### src/rtl/rf_pulse_monitor.sv
// Measures every high/low interval on rf and rabi and queues tagged records {chan, level, sat, count}.
// Record reaches the FIFO 3 cycles after the input is sampled; a full FIFO parks records in a 1-deep hold per channel, further ones drop and set overflow.
module rf_pulse_monitor #(
  parameter int CNT_W = 32,
  parameter int DEPTH = 16
) (
  input  logic             clk,
  input  logic             rst_n,
  input  logic             rf_in,
  input  logic             rabi_in,
  input  logic             clr,
  input  logic             rd_en,
  output logic [CNT_W+2:0] rd_data,
  output logic             rd_valid,
  output logic             empty,
  output logic             full,
  output logic             overflow
);
  localparam int AW = $clog2(DEPTH);
  localparam int RW = CNT_W + 3;
  localparam logic [CNT_W-1:0] CNT_MAX = '1;
  localparam logic [CNT_W-1:0] CNT_ONE = 1;
  localparam logic [AW:0]      PTR_ONE = 1;

  logic [1:0]       s1_q, s1_d, s2_q, s2_d, s3_q, s3_d;
  logic [1:0]       armed_q, armed_d, sat_q, sat_d, hold_vld_q, hold_vld_d;
  logic [CNT_W-1:0] cnt_q [2];
  logic [CNT_W-1:0] cnt_d [2];
  logic [RW-1:0]    hold_q [2];
  logic [RW-1:0]    hold_d [2];
  logic [RW-1:0]    mem_q [DEPTH];
  logic [AW:0]      wr_ptr_q, wr_ptr_d, rd_ptr_q, rd_ptr_d;
  logic [RW-1:0]    rd_data_q, rd_data_d;
  logic             rd_valid_q, rd_valid_d, empty_q, empty_d, full_q, full_d;
  logic             overflow_q, overflow_d;
  logic [1:0]       edge_det;
  logic             wr_en, rd_fire, wr_sel;
  logic [RW-1:0]    wr_dat;

  always_comb begin
    s1_d       = {rabi_in, rf_in};
    s2_d       = s1_q;
    s3_d       = s2_q;
    edge_det   = s2_q ^ s3_q;
    overflow_d = overflow_q;
    // rf hold has priority; a read in the same cycle frees a slot even when full
    wr_sel     = ~hold_vld_q[0];
    wr_en      = (|hold_vld_q) && (!full_q || rd_en) && !clr;
    rd_fire    = rd_en && !empty_q && !clr;
    wr_dat     = hold_q[wr_sel];
    for (int c = 0; c < 2; c++) begin
      armed_d[c]    = armed_q[c];
      cnt_d[c]      = cnt_q[c];
      sat_d[c]      = sat_q[c];
      hold_vld_d[c] = hold_vld_q[c];
      hold_d[c]     = hold_q[c];
      if (wr_en && (wr_sel == c[0])) hold_vld_d[c] = 1'b0;
      if (edge_det[c]) begin
        armed_d[c] = 1'b1;
        cnt_d[c]   = CNT_ONE;
        sat_d[c]   = 1'b0;
        if (armed_q[c]) begin
          if (hold_vld_d[c]) begin
            overflow_d = 1'b1;
          end else begin
            hold_vld_d[c] = 1'b1;
            hold_d[c]     = {c[0], s3_q[c], sat_q[c], cnt_q[c]};
          end
        end
      end else if (armed_q[c]) begin
        // sat marks an interval longer than the counter can represent
        if (cnt_q[c] == CNT_MAX) sat_d[c] = 1'b1;
        else                     cnt_d[c] = cnt_q[c] + CNT_ONE;
      end
      if (clr) begin
        armed_d[c]    = 1'b0;
        cnt_d[c]      = '0;
        sat_d[c]      = 1'b0;
        hold_vld_d[c] = 1'b0;
      end
    end
    if (clr) overflow_d = 1'b0;

    wr_ptr_d  = wr_ptr_q;
    rd_ptr_d  = rd_ptr_q;
    rd_data_d = rd_data_q;
    if (wr_en) wr_ptr_d = wr_ptr_q + PTR_ONE;
    if (rd_fire) begin
      rd_ptr_d  = rd_ptr_q + PTR_ONE;
      rd_data_d = mem_q[rd_ptr_q[AW-1:0]];
    end
    if (clr) begin
      wr_ptr_d = '0;
      rd_ptr_d = '0;
    end
    rd_valid_d = rd_fire;
    empty_d    = (wr_ptr_d == rd_ptr_d);
    full_d     = (wr_ptr_d[AW] != rd_ptr_d[AW]) && (wr_ptr_d[AW-1:0] == rd_ptr_d[AW-1:0]);
  end

  always_ff @(posedge clk or negedge rst_n) begin
    if (!rst_n) begin
      s1_q       <= '0;
      s2_q       <= '0;
      s3_q       <= '0;
      armed_q    <= '0;
      sat_q      <= '0;
      hold_vld_q <= '0;
      for (int c = 0; c < 2; c++) begin
        cnt_q[c]  <= '0;
        hold_q[c] <= '0;
      end
      wr_ptr_q   <= '0;
      rd_ptr_q   <= '0;
      rd_data_q  <= '0;
      rd_valid_q <= 1'b0;
      empty_q    <= 1'b1;
      full_q     <= 1'b0;
      overflow_q <= 1'b0;
    end else begin
      s1_q       <= s1_d;
      s2_q       <= s2_d;
      s3_q       <= s3_d;
      armed_q    <= armed_d;
      sat_q      <= sat_d;
      hold_vld_q <= hold_vld_d;
      for (int c = 0; c < 2; c++) begin
        cnt_q[c]  <= cnt_d[c];
        hold_q[c] <= hold_d[c];
      end
      wr_ptr_q   <= wr_ptr_d;
      rd_ptr_q   <= rd_ptr_d;
      rd_data_q  <= rd_data_d;
      rd_valid_q <= rd_valid_d;
      empty_q    <= empty_d;
      full_q     <= full_d;
      overflow_q <= overflow_d;
    end
  end

  // storage only; occupancy is tracked by the reset pointers
  always_ff @(posedge clk) begin
    if (wr_en) mem_q[wr_ptr_q[AW-1:0]] <= wr_dat;
  end

  assign rd_data  = rd_data_q;
  assign rd_valid = rd_valid_q;
  assign empty    = empty_q;
  assign full     = full_q;
  assign overflow = overflow_q;
endmodule

### config.mk
export PLATFORM = sky130hd
export DESIGN_NAME = rf_pulse_monitor
export DESIGN_NICKNAME = d
export VERILOG_FILES = /design/src/rtl/rf_pulse_monitor.sv
export SDC_FILE = /design/constraint.sdc
export NUM_CORES = 1
export LEC_CHECK = 0
export CAP_MARGIN = 20
export CORE_ASPECT_RATIO = 0.9
export CORE_MARGIN = 2
export CORE_UTILIZATION = 55
export DETAILED_ROUTE_END_ITERATION = 10
export PLACE_DENSITY_LB_ADDON = 0.12
export RECOVER_POWER = 50
export SLEW_MARGIN = 0
export SYNTH_ARGS = -nofsm -noshare
export SYNTH_HDL_FRONTEND = slang
export SYNTH_SLANG_ARGS = --single-unit
### constraint.sdc
create_clock -name clk -period 12 [get_ports clk]
set_clock_uncertainty 0.05 [all_clocks]
set_input_delay 1.8 -clock clk [delete_from_list [all_inputs] [get_ports clk]]
set_output_delay 1.8 -clock clk [all_outputs]
set_load 0.1 [all_outputs]
Word-level counts from Yosys, hierarchy flattened
Memories as Yosys holds them, arrays and structs flattened. A register that Yosys moved wholly into a read port is not among the register bits. Index checks and enable logic that the tools add are counted.

$add $sub $neg: 4. Order comparisons: 1. Bitwise operators: 5. Muxes and demuxes: 44. Equality and inequality tests: 7. Reductions and logical operators: 25.

Operators by type and width (number): 2-to-1 mux 32 bit (8); 2-to-1 mux 35 bit (3); adder 32 x 1 -> 32 bit, second input constant (2); == test 32 bit, second input constant (2); 2-to-1 mux 1 bit (29); 2-to-1 mux 5 bit (4); nonzero test 3 bit (4); adder 5 x 1 -> 5 bit, second input constant (2); AND reduction 2 bit (4); logical AND 1 bit (7); != test 3 bit, second input constant (2); AND reduction 3 bit (2); == test 5 bit (1); == test 4 bit (1); zero test 1 bit (4); nonzero test 2 bit (2); inverter 1 bit (3); greater-or-equal comparator 2 bit, second input constant (1); inverter 1 -> 2 bit (1); OR reduction 2 bit (1); XOR 2 bit (1); logical OR 1 bit (1); != test 1 bit (1).

Bits in writable memories: 560. Memories: 1. Flip-flop bits (word level): 159.

Memory list: mem_q (words 16, width 35, rd ports 1, clocked after memory_dff 1, write ports 1, line 31) `logic [RW-1:0] mem_q [DEPTH];`.

Longest topological paths before layout
Gate-level depths: netlist of run 1.

Depth in word-level cells: 13. Gate-level depth with buffers: 8. Mapped depth without buffers: 6.

Least setup slack after synthesis of run 1
No wires, ideal clock.

Path type: in2reg. Start point: input clr. End point: memory mem_q[0][0] (netlist name) (enable). Setup time: 0.471 ns. Path slack: 6.721 ns. Cell stages on the path: 4. Required time: 11.479 ns. Path buffers: 0. Data arrival time: 4.758 ns. Cell sequence: o21bai_1 > nor2_1 > nand2_1 > nor3_1.

Word-level cells in the longest chain between the ends: 4.

RTL lines: start: declaration (line 11) `input logic clr,`; zero test 1 bit (line 48) `wr_en = (|hold_vld_q) && (!full_q || rd_en) && !clr;`; logical AND 1 bit (line 48); 2-to-1 mux 1 bit (line 143) `if (wr_en) mem_q[wr_ptr_q[AW-1:0]] <= wr_dat;`; 2-to-1 mux 1 bit (not written as such) (line 143); end: declaration (line 31).

Every way passes these cells.

==> summary.txt, run 1 <==
Power
  • Pwr/cell area: 182 nW/um2
  • Switching part of the total power: 27.0%
  • Net switching power of the design: 1.67 mW
  • Worst supply voltage drop on vdd: 127 uV
  • Fraction of power consumed by combinational cells: 14.7%
  • Internal power: 4.51 mW
  • Leakage component of the power: 11.1 nW
  • Sequential share of power: 47.7%
  • Clock group share of total power: 37.6%

STA
  • Smallest setup slack after layout: 5.68 ns
  • Setup TNS after final layout: 0 ns
  • Final period util: 52.7%
  • Post-layout minimum cycle time: 6.32 ns
  • Count of final max-slew check failures: 154
  • Hold Violations, Final: 0
  • Transition time at the pin with the least slew margin: 4.48 ns
  • Highest achievable clock rate: 0.158 GHz
  • Max_slew headroom: -199%
  • RSZ-0062 raised after global routing: false
  • Count of endpoints failing setup in the final report: 0

Route
  • Number of vias per cell: 6.27
  • DR vias: 15500
  • DRC violations left: 0
  • Wirelength per Cell: 26.1 um
  • Iteration-0 DRC count of the detailed router: 1310
  • First-pass DRT Iterations: 5
  • Post-detailed-route count of antenna-violating nets: 0
  • Post-Route WL: 64600 um

CTS
  • Number of levels the H-tree was split into: 3
  • Total of cells resized after clock tree synthesis: 0
  • Clock sink total: 754
  • Hold_buf cts: 0
  • Clock Tree Root: clkbuf_16
  • CTS Buf Count: 75
  • Latest clock arrival within the worst-skew pair: 0.61 ns
  • CTS clk-pin slew, worst paths: 0.06 ns
  • Post-CTS Repair Setup Buffers: 0
  • Max Buffers Root-to-Sink: 3
  • CTS tree: done

Finish
  • Count of nets after finishing: 1720
  • Antenna diodes: 0
  • Share of layout cells above drive strength 1: 24.3%
  • Area added between synthesis and finish: 12.4%

Floorplan
  • Initial cell density of the core: 55.7%
  • Placeable Area: 54300 um2
  • Die Height: 227 um
  • Number of top-level pins: 45
  • Core Rows: 81
  • DIE WIDTH: 251 um
  • Area of the die: 56900 um2

Status
  • Violated checks: capacitance limit, slew limit
  • Result of the run: finished, violations left

Synth
  • Unique cell type count in the Yosys netlist: 58
  • Avg Cell Area, Syn: 18.4 um2
  • Primary flip-flop cell chosen by synthesis mapping: edfxtp_1
  • Share of synthesized area occupied by flip-flops and latches: 71.6%
  • Cell count after synthesis: 1646
  • Register bit count reported by yosys: 754
  • Yosys warnings: 0
  • Asr flop ratio synth: 25.7%
  • Post-synthesis cell area: 30300 um2
  • Number of nets in the synthesized netlist: 1659
  • Number of flops mapped to enable cells by yosys: 560

Worst setup path
  • Series of cell instances along the critical path: clkbuf_1 > clkbuf_1
  • R2r setup slk: 7.99 ns
  • Library cell appearing most often on the critical path: clkbuf_1
  • Timing startpoint of the critical path: rst_n
  • CP bufs+invs: 2
  • Worst setup path end: rd_data[25]
  • Family with the most delay on the worst path: buffers and inverters
  • Crit path max-delay cell type: clkbuf_1
  • Type of origin of the critical path: input pin
  • Peak fanout along the critical path: 83
  • Critical setup path kind: input pin to async pin
  • Worst-case reg-to-reg path depth: 5
  • Required time at the worst-slack endpoint: 12.25 ns
  • Critical Path AT: 6.57 ns
  • CP Capture Type: async pin
  • Delay of the slowest critical-path stage: 3.07 ns
  • Capture point of the worst reg-to-reg path: hold_q[19]
  • Worst r2r src: hold_vld_q[0]
  • Total stage count of the critical path: 2

Placement
  • RePlAce Congestion: 0.792
  • Pre-CTS setup slack: 6.91 ns
  • Total of buffers placed on input and output ports: 44
  • Dpl hpwl: 35800 um

Global routing
  • Number of antenna violations at the first check in global routing: 0
  • Vias in the first global route: 16000
  • GR Util All Layers: 23.5%
  • Pin count of the biggest net entering global routing: 84
  • Wire length of the first global-routing pass: 98700 um
  • Final global-route overflow total: 0

Worst hold path
  • Path class of the lowest-slack min-delay path: flop to flop

Job
  • Count of maximum capacitance violations: 3
-- kinds of logic after synthesis --
group | count (synthesis) | synth area share [%]
and+or+nand+nor | 293 | 5.28
xor gates and xnor gates | 28 | 0.856
DFF | 754 | 71.6
adders and majority gates | 7 | 0.289
AOI/OAI and AO/OA | 140 | 3.51
buffers and inverters | 102 | 1.47
muxes | 322 | 17.0
-- power groups by stage --
| stage | clock, mW | sequential, mW | combinational [mW] |
|---|---|---|---|
| after CTS | 2.37 | 2.95 | 0.918 |
| after detailed placement | 0 | 3.00 | 0.916 |
| final | 2.32 | 2.95 | 0.908 |
| after global routing | 2.47 | 2.96 | 0.948 |
| after global placement | 0 | 3.00 | 0.911 |
| after floorplan | 0 | 3.41 | 0.270 |
-- state kept, by name (all words and copies together) (netlist names), 5 cells and up --
name      count
mem_q       560
hold_q       69
cnt_q        64
rd_data      35
rd_ptr_q      5
wr_ptr_q      5
-- layout by cell type (no fill, tap or decap), types with 5 or more instances in the layout --
cell             count
xor2_1               5
and4_1               8
clkinv_2             7
mux2_1              34
a21oi_1             36
a211oi_2             6
buf_4               28
nor2_1              43
o31ai_1             12
nor4_1               6
o211ai_1             5
mux2_2             104
or4_1               18
mux2i_1             44
nor3_1              42
inv_1               11
a221o_1             35
nand2b_1             8
nand4_1             16
ha_1                 7
xnor2_1             22
clkinv_1             6
nand3_1             25
nor4_2               6
clkdlybuf4s50_1     39
nand2_1             51
and3_1              16
a31oi_1              5
clkbuf_8             9
o21ai_0             19
or3_1               19
nor2_4              11
clkbuf_1            31
edfxtp_1           560
dfrtp_1            189
bufinv_16            5
clkbuf_16           78
mux4_2             140
-- worst min path at each step --
stage	startpoint	slack (ns)	cells past startpoint	to
after floorplan	s1_q[0]	0.28	0	s2_q[0]
after global placement	s1_q[0]	0.28	0	s2_q[0]
after detailed placement	s1_q[0]	0.28	0	s2_q[0]
after CTS	s1_q[0]	0.30	0	s2_q[0]
after global routing	s1_q[0]	0.32	0	s2_q[0]
final	s1_q[0]	0.30	0	s2_q[0]
-- per-stage QoR --
stage	utilization [%]	std cells	total power, mW	hold WS (ns)	area [um2]
2_1_floorplan	-	1646	3.68	0.281	30300
4_1_cts	62.6	2472	6.24	0.299	34000
5_1_grt	62.6	2474	6.37	0.324	34000
3_3_place_gp	58.1	2333	3.91	0.284	31600
6_report	62.6	2474	6.18	0.297	34000
3_5_place_dp	58.1	2333	3.92	0.285	31600
-- area by class of cell --
class / instances / area [um2]
Tap cell: 705 / 882
Multi-Input combinational cell: 790 / 8280
Sequential cell: 754 / 21700
Fill cell: 3823 / 20300
Clock inverter: 23 / 269
Timing Repair Buffer: 75 / 687
Inverter: 11 / 41.3
Clock buffer: 116 / 2180
-- cell usage after synthesis (34+ instances only) --
library cell / number / area share, %
a221o_1: 35 / 1.2
mux2i_1: 44 / 1.5
nand2_1: 52 / 0.64
nor3_1: 46 / 0.76
nor2_1: 54 / 0.67
a21oi_1: 36 / 0.60
dfrtp_1: 193 / 16
mux4_2: 140 / 10
buf_2: 34 / 0.56
mux2_2: 138 / 5.1
edfxtp_1: 560 / 56
clkbuf_1: 42 / 0.52
-- metal layers --
metal | GRT usage (%) | wire (um) | up-vias
met5 | 0 | 0 | -
met4 | 7.03 | 1550 | 0
met3 | 3.94 | 4170 | 108
met2 | 37.4 | 30500 | 499
met1 | 33.9 | 28400 | 8143
li1 | - | - | 6765
No activity file was read; power rests on OpenSTA's default activity.
==> inputs of run 2 (changes only) <==
==> constraint.sdc (replaced) <==
create_clock -name clk -period 6.25 [get_ports clk]
set_clock_uncertainty 0.05 [all_clocks]
set_input_delay 0.9375 -clock clk [delete_from_list [all_inputs] [get_ports clk]]
set_output_delay 0.9375 -clock clk [all_outputs]
set_load 0.1 [all_outputs]
==> summary.txt, run 2 (same netlist as run 1, synthesis figures left out) <==
Placement
  • Total instance count after detailed placement: 2334 (was 2333)
  • Dpl hpwl: 39600 um (was 35800 um)
  • Pre-CTS setup slack: 1.97 ns (was 6.91 ns)
  • Total of buffers placed on input and output ports: 44 (unchanged)
  • RePlAce Congestion: 0.792 (about the same)
  • Placement-stage cell area: 31600 um2 (about the same)

STA
  • Transition time at the pin with the least slew margin: 3.18 ns (was 4.48 ns)
  • Setup TNS after final layout: 0 ns (unchanged)
  • Post-layout minimum cycle time: 4.35 ns
  • Highest achievable clock rate: 0.230 GHz
  • Max_slew headroom: -112% (was -199%)
  • Hold Violations, Final: 0 (unchanged)
  • Count of endpoints failing setup in the final report: 0 (unchanged)
  • RSZ-0062 raised after global routing: false (unchanged)
  • Smallest setup slack after layout: 1.90 ns (was 5.68 ns)
  • Final period util: 69.5%
  • Count of final max-slew check failures: 211 (was 154)

Route
  • Post-Route WL: 67200 um (was 64600 um)
  • DRC violations left: 0 (unchanged)
  • Wirelength per Cell: 27.1 um (was 26.1 um)
  • Iteration-0 DRC count of the detailed router: 1295 (was 1310)
  • Number of vias per cell: 6.29 (was 6.27)
  • DR vias: 15600 (was 15500)
  • First-pass DRT Iterations: 5 (unchanged)
  • Post-detailed-route count of antenna-violating nets: 0 (unchanged)

Floorplan
  • Core Rows: 81 (unchanged)
  • DIE WIDTH: 251 um (unchanged)
  • Area of the die: 56900 um2 (unchanged)
  • Number of top-level pins: 45 (unchanged)
  • Initial cell density of the core: 55.7% (unchanged)
  • Placeable Area: 54300 um2 (unchanged)
  • Die Height: 227 um (unchanged)

CTS
  • CTS clk-pin slew, worst paths: 0.06 ns (about the same)
  • Latest clock arrival within the worst-skew pair: 0.61 ns (about the same)
  • Hold_buf cts: 0 (unchanged)
  • Number of levels the H-tree was split into: 3 (unchanged)
  • Clock Tree Root: clkbuf_16 (unchanged)
  • CTS Buf Count: 76 (was 75)
  • Post-CTS Repair Setup Buffers: 0 (unchanged)
  • CTS tree: done (unchanged)
  • Total of cells resized after clock tree synthesis: 0 (unchanged)
  • Max Buffers Root-to-Sink: 3 (unchanged)
  • Clock sink total: 754 (unchanged)

Finish
  • Number of standard cells in the final layout excluding fillers: 2477 (was 2474)
  • Share of layout cells above drive strength 1: 25.0% (was 24.3%)
  • Area used by multi-input combinational logic: 8280 um2 (about the same)
  • Filler instances: 3806 (was 3823)
  • Most frequent cells in the layout: 560 x edfxtp_1, 190 x dfrtp_1, 140 x mux4_2, 104 x mux2_2, 77 x clkbuf_16 (was 560 x edfxtp_1, 189 x dfrtp_1, 140 x mux4_2, 104 x mux2_2, 78 x clkbuf_16)
  • Core occupancy in the finished layout: 62.9% (was 62.6%)
  • Count of nets after finishing: 1722 (was 1720)
  • Max FFs per register: 560 (unchanged)
  • Cell area after layout: 34200 um2 (was 34000 um2)
  • Area added between synthesis and finish: 12.9% (was 12.4%)
  • Register area: 21700 um2 (about the same)
  • Most frequent standard cell in the layout excluding fill and tap cells: edfxtp_1 (unchanged)

Worst setup path
  • Peak fanout along the critical path: 63 (was 83)
  • Required time at the worst-slack endpoint: 6.70 ns (was 12.25 ns)
  • Critical Path AT: 4.80 ns (was 6.57 ns)
  • CP Capture Type: flop (was async pin)
  • Critical setup path kind: flop to flop (was input pin to async pin)
  • Type of origin of the critical path: flop (was input pin)

Power
  • Pwr/cell area: 349 nW/um2 (was 182 nW/um2)
  • Worst supply voltage drop on vdd: 229 uV (was 127 uV)
  • Leakage component of the power: 11.1 nW (about the same)

Global routing
  • Final global-route overflow total: 0 (unchanged)
  • Pin count of the biggest net entering global routing: 91 (was 84)
  • Number of antenna violations at the first check in global routing: 0 (unchanged)
  • Vias in the first global route: 16000 (about the same)
  • Wire length of the first global-routing pass: 102000 um (was 98700 um)
  • GR Util All Layers: 24.6% (was 23.5%)

Status
  • Result of the run: finished, violations left (unchanged)
  • Violated checks: capacitance limit, slew limit (unchanged)

Worst hold path
  • Path class of the lowest-slack min-delay path: flop to flop (unchanged)

Job
  • Count of maximum capacitance violations: 4 (was 3)
run 2: per-layer routing:
metal	global-route usage (%)	wire length (um)	vias up
met1	34.6	29200	8353
met2	40.9	33400	374
li1	-	-	6766
met4	6.45	1440	0
met5	0	0	-
met3	3.62	3230	97
run 2: final timing paths:
check | endpoint | cells past startpoint | slack (ns) | startpoint
worst max-delay path | empty | 5 | 1.90 | rd_ptr_q[1]
worst min-delay path | s2_q[0] | 0 | 0.30 | s1_q[0]
worst max register to register | empty | 5 | 1.90 | rd_ptr_q[1]
worst min register to register | s2_q[0] | 0 | 0.30 | s1_q[0]
max in group asynchronous | rd_ptr_q[0] | 2 | 2.00 | rst_n
min in group asynchronous | cnt_q[14] | 1 | 0.31 | rst_n
run 2: per-stage QoR:
step,power (mW),hold WS (ns)
floorplan,7.07,0.281
global placement,7.52,0.285
detailed placement,7.53,0.296
CTS,12.0,0.309
global route,12.3,0.315
finish,11.9,0.302
run 2: critical path, stage by stage (launching register included):
cell	delay [ns]
dfrtp_1	2.44
ha_1	0.57
mux2i_1	0.40
mux2i_1	0.17
o221a_2	0.32
nor4b_1	0.27
run 2: report_power, final:
group | internal [mW] | switching (mW)
Sequential | 5.52 | 0.130
Clock | 2.64 | 1.87
Combinational | 0.518 | 1.24
Total | 8.68 | 3.24
run 2: area by class of cell:
cell class / instances / area share (%)
sequential: 754 / 63.4
tap: 705 / 2.58
timing repair buffer: 76 / 2.27
clock buffer: 113 / 6.62
multi-input combinational: 790 / 24.2
inverter: 11 / 0.121
antenna: 1 / 0.00732
clock inverter: 27 / 0.743
==> inputs of run 3 (changes only) <==
==> constraint.sdc (replaced) <==
create_clock -name clk -period 3.9 [get_ports clk]
set_clock_uncertainty 0.05 [all_clocks]
set_input_delay 0.585 -clock clk [delete_from_list [all_inputs] [get_ports clk]]
set_output_delay 0.585 -clock clk [all_outputs]
set_load 0.1 [all_outputs]
==> summary.txt, run 3 (same netlist as run 1, synthesis figures left out) <==
Global routing
  • M3 GR Usage: 3.42% (was 3.62%)
  • Number of antenna violations at the first check in global routing: 0 (unchanged)
  • Final global-route overflow total: 0 (unchanged)
  • GR Util All Layers: 24.0% (was 24.6%)
  • Highest-utilization routing layer at the global route stage: met2 (unchanged)
  • Pin count of the biggest net entering global routing: 83 (was 91)
  • Wire length of the first global-routing pass: 101000 um (was 102000 um)
  • Vias in the first global route: 16400 (was 16000)
  • GR Layer Usage met2: 39.0% (was 40.9%)
  • Met1 usage: 34.4% (was 34.6%)

Floorplan
  • Initial cell density of the core: 55.7% (unchanged)
  • Core Rows: 81 (unchanged)
  • Die Height: 227 um (unchanged)
  • Placeable Area: 54300 um2 (unchanged)
  • Area of the die: 56900 um2 (unchanged)
  • Number of top-level pins: 45 (unchanged)
  • DIE WIDTH: 251 um (unchanged)

Status
  • Result of the run: finished, violations left (unchanged)
  • Violated checks: capacitance limit, slew limit (unchanged)

Power
  • Worst supply voltage drop on vdd: 297 uV (was 229 uV)
  • Leakage component of the power: 11.3 nW (was 11.1 nW)
  • Pwr/cell area: 558 nW/um2 (was 349 nW/um2)
  • Total power: 19.3 mW (was 11.9 mW)

STA
  • Highest achievable clock rate: 0.341 GHz
  • Transition time at the pin with the least slew margin: 2.26 ns (was 3.18 ns)
  • Count of final max-slew check failures: 82 (was 211)
  • Final period util: 75.2%
  • Count of endpoints failing setup in the final report: 0 (unchanged)
  • Hold Violations, Final: 0 (unchanged)
  • Max_slew headroom: -50.9% (was -112%)
  • RSZ-0062 raised after global routing: false (unchanged)
  • Setup TNS after final layout: 0 ns (unchanged)
  • Post-layout minimum cycle time: 2.93 ns

CTS
  • CTS Buf Count: 76 (unchanged)
  • CTS clk-pin slew, worst paths: 0.05 ns (was 0.06 ns)
  • Latest clock arrival within the worst-skew pair: 0.61 ns (about the same)
  • Clock Tree Root: clkbuf_16 (unchanged)
  • Max Buffers Root-to-Sink: 3 (unchanged)
  • Clock sink total: 754 (unchanged)
  • Number of levels the H-tree was split into: 3 (unchanged)
  • Total of cells resized after clock tree synthesis: 0 (unchanged)
  • CTS tree: done (unchanged)

Worst setup path
  • Required time at the worst-slack endpoint: 4.51 ns (was 6.70 ns)
  • Worst-case reg-to-reg path depth: 5 (unchanged)
  • Type of origin of the critical path: input pin (was flop)
  • Peak fanout along the critical path: 82 (was 63)
  • CP Capture Type: async pin (was flop)
  • Worst r2r src: hold_vld_q[0] (was rd_ptr_q[1])
  • Capture point of the worst reg-to-reg path: hold_q[5] (was empty)
  • Critical Path AT: 3.54 ns (was 4.80 ns)
  • R2r setup slk: 1.12 ns (was 1.90 ns)
  • Critical setup path kind: input pin to async pin (was flop to flop)

Placement
  • Dpl hpwl: 38800 um (was 39600 um)
  • Total of buffers placed on input and output ports: 44 (unchanged)
  • Placement-stage cell area: 32000 um2 (was 31600 um2)
  • RePlAce Congestion: 0.788 (was 0.792)

Finish
  • Area added between synthesis and finish: 14.2% (was 12.9%)
  • Antenna diodes: 0 (was 1)
  • Most frequent standard cell in the layout excluding fill and tap cells: edfxtp_1 (unchanged)
  • Max FFs per register: 560 (unchanged)
  • Count of nets after finishing: 1741 (was 1722)
  • Share of layout cells above drive strength 1: 26.1% (was 25.0%)
  • Cell area after layout: 34600 um2 (was 34200 um2)
  • Most frequent cells in the layout: 560 x edfxtp_1, 189 x dfrtp_1, 140 x mux4_2, 104 x mux2_2, 78 x clkbuf_16 (was 560 x edfxtp_1, 190 x dfrtp_1, 140 x mux4_2, 104 x mux2_2, 77 x clkbuf_16)

Route
  • Post-Route WL: 65500 um (was 67200 um)
  • Post-detailed-route count of antenna-violating nets: 0 (unchanged)
  • Wirelength per Cell: 26.3 um (was 27.1 um)
  • Number of vias per cell: 6.29 (about the same)
  • DRC violations left: 0 (unchanged)
  • DR vias: 15700 (was 15600)
  • Iteration-0 DRC count of the detailed router: 1224 (was 1295)
  • First-pass DRT Iterations: 5 (unchanged)

Worst hold path
  • Hold path start: s1_q[0] (unchanged)
  • Path class of the lowest-slack min-delay path: flop to flop (unchanged)
  • Worst hold path stage count: 0 (unchanged)
  • Endpoint of the worst hold-timing path: s2_q[0] (unchanged)

Job
  • Count of maximum capacitance violations: 1 (was 4)
run 3: cell types whose count changed in the layout (fill, tap and decap cells not counted), sizes merged:
| cell | change |
|---|---|
| buf | +17 |
| bufinv | +3 |
| clkinv | +1 |
| clkinvlp | -1 |
| clkbuf | -2 |
| inv | -2 |
| diode | -1 |
| dlygate4sd3 | +1 |
run 3: final cells by class:
cell class | instances | area [um2]
Multi-Input combinational cell | 790 | 8310
Fill cell | 3724 | 19800
Timing Repair Buffer | 95 | 1100
Inverter | 11 | 41.3
Clock buffer | 110 | 2220
Clock inverter | 28 | 312
Sequential cell | 754 | 21700
Tap cell | 705 | 882
run 3: critical path: stages:
cell           delay [ns]
dlygate4sd3_1        0.52
clkbuf_2             1.55
clkbuf_2             0.79
run 3: metrics by stage:
step,utilization (%),setup slack [ns],hold slack (ns),std cells
after floorplan,-,0.466,0.239,1646
after global placement,59.0,0.696,0.284,2354
after detailed placement,59.0,0.662,0.285,2354
after CTS,63.6,0.922,0.297,2493
after global routing,63.6,0.471,0.309,2493
final,63.6,0.967,0.296,2493
run 3: routing by layer:
layer / part of all wire (%) / vias to the layer above / wire length [um]
met5: 0 / - / 0
met4: 2.5 / 0 / 1660
met3: 4.5 / 107 / 2920
met2: 48 / 401 / 31700
met1: 45 / 8344 / 29200
li1: - / 6819 / -
run 3: where the power goes:
part           internal [mW]  leakage, nW  switching, mW
Combinational          0.870         2.76           2.00
Sequential              8.84         7.25          0.233
Clock                   4.36         1.25           2.97
run 3: worst max-delay path by stage:
| stage | start | end | cells after the start |
|---|---|---|---|
| 2_1_floorplan | full | mem_q[4][0] | 4 |
| 6_report | rst_n | hold_q[61] | 3 |
| 3_5_place_dp | clr | mem_q[7][14] | 5 |
| 5_1_grt | rst_n | s1_q[1] | 3 |
| 4_1_cts | empty | empty | 1 |
| 3_3_place_gp | clr | mem_q[7][13] | 5 |
run 3: what timing repair did:
item                                    CTS  global route
buffers inserted                          0             0
hold buffers                              1             0
endpoints found under the hold margin    78             0
endpoints found under the setup margin    0             0
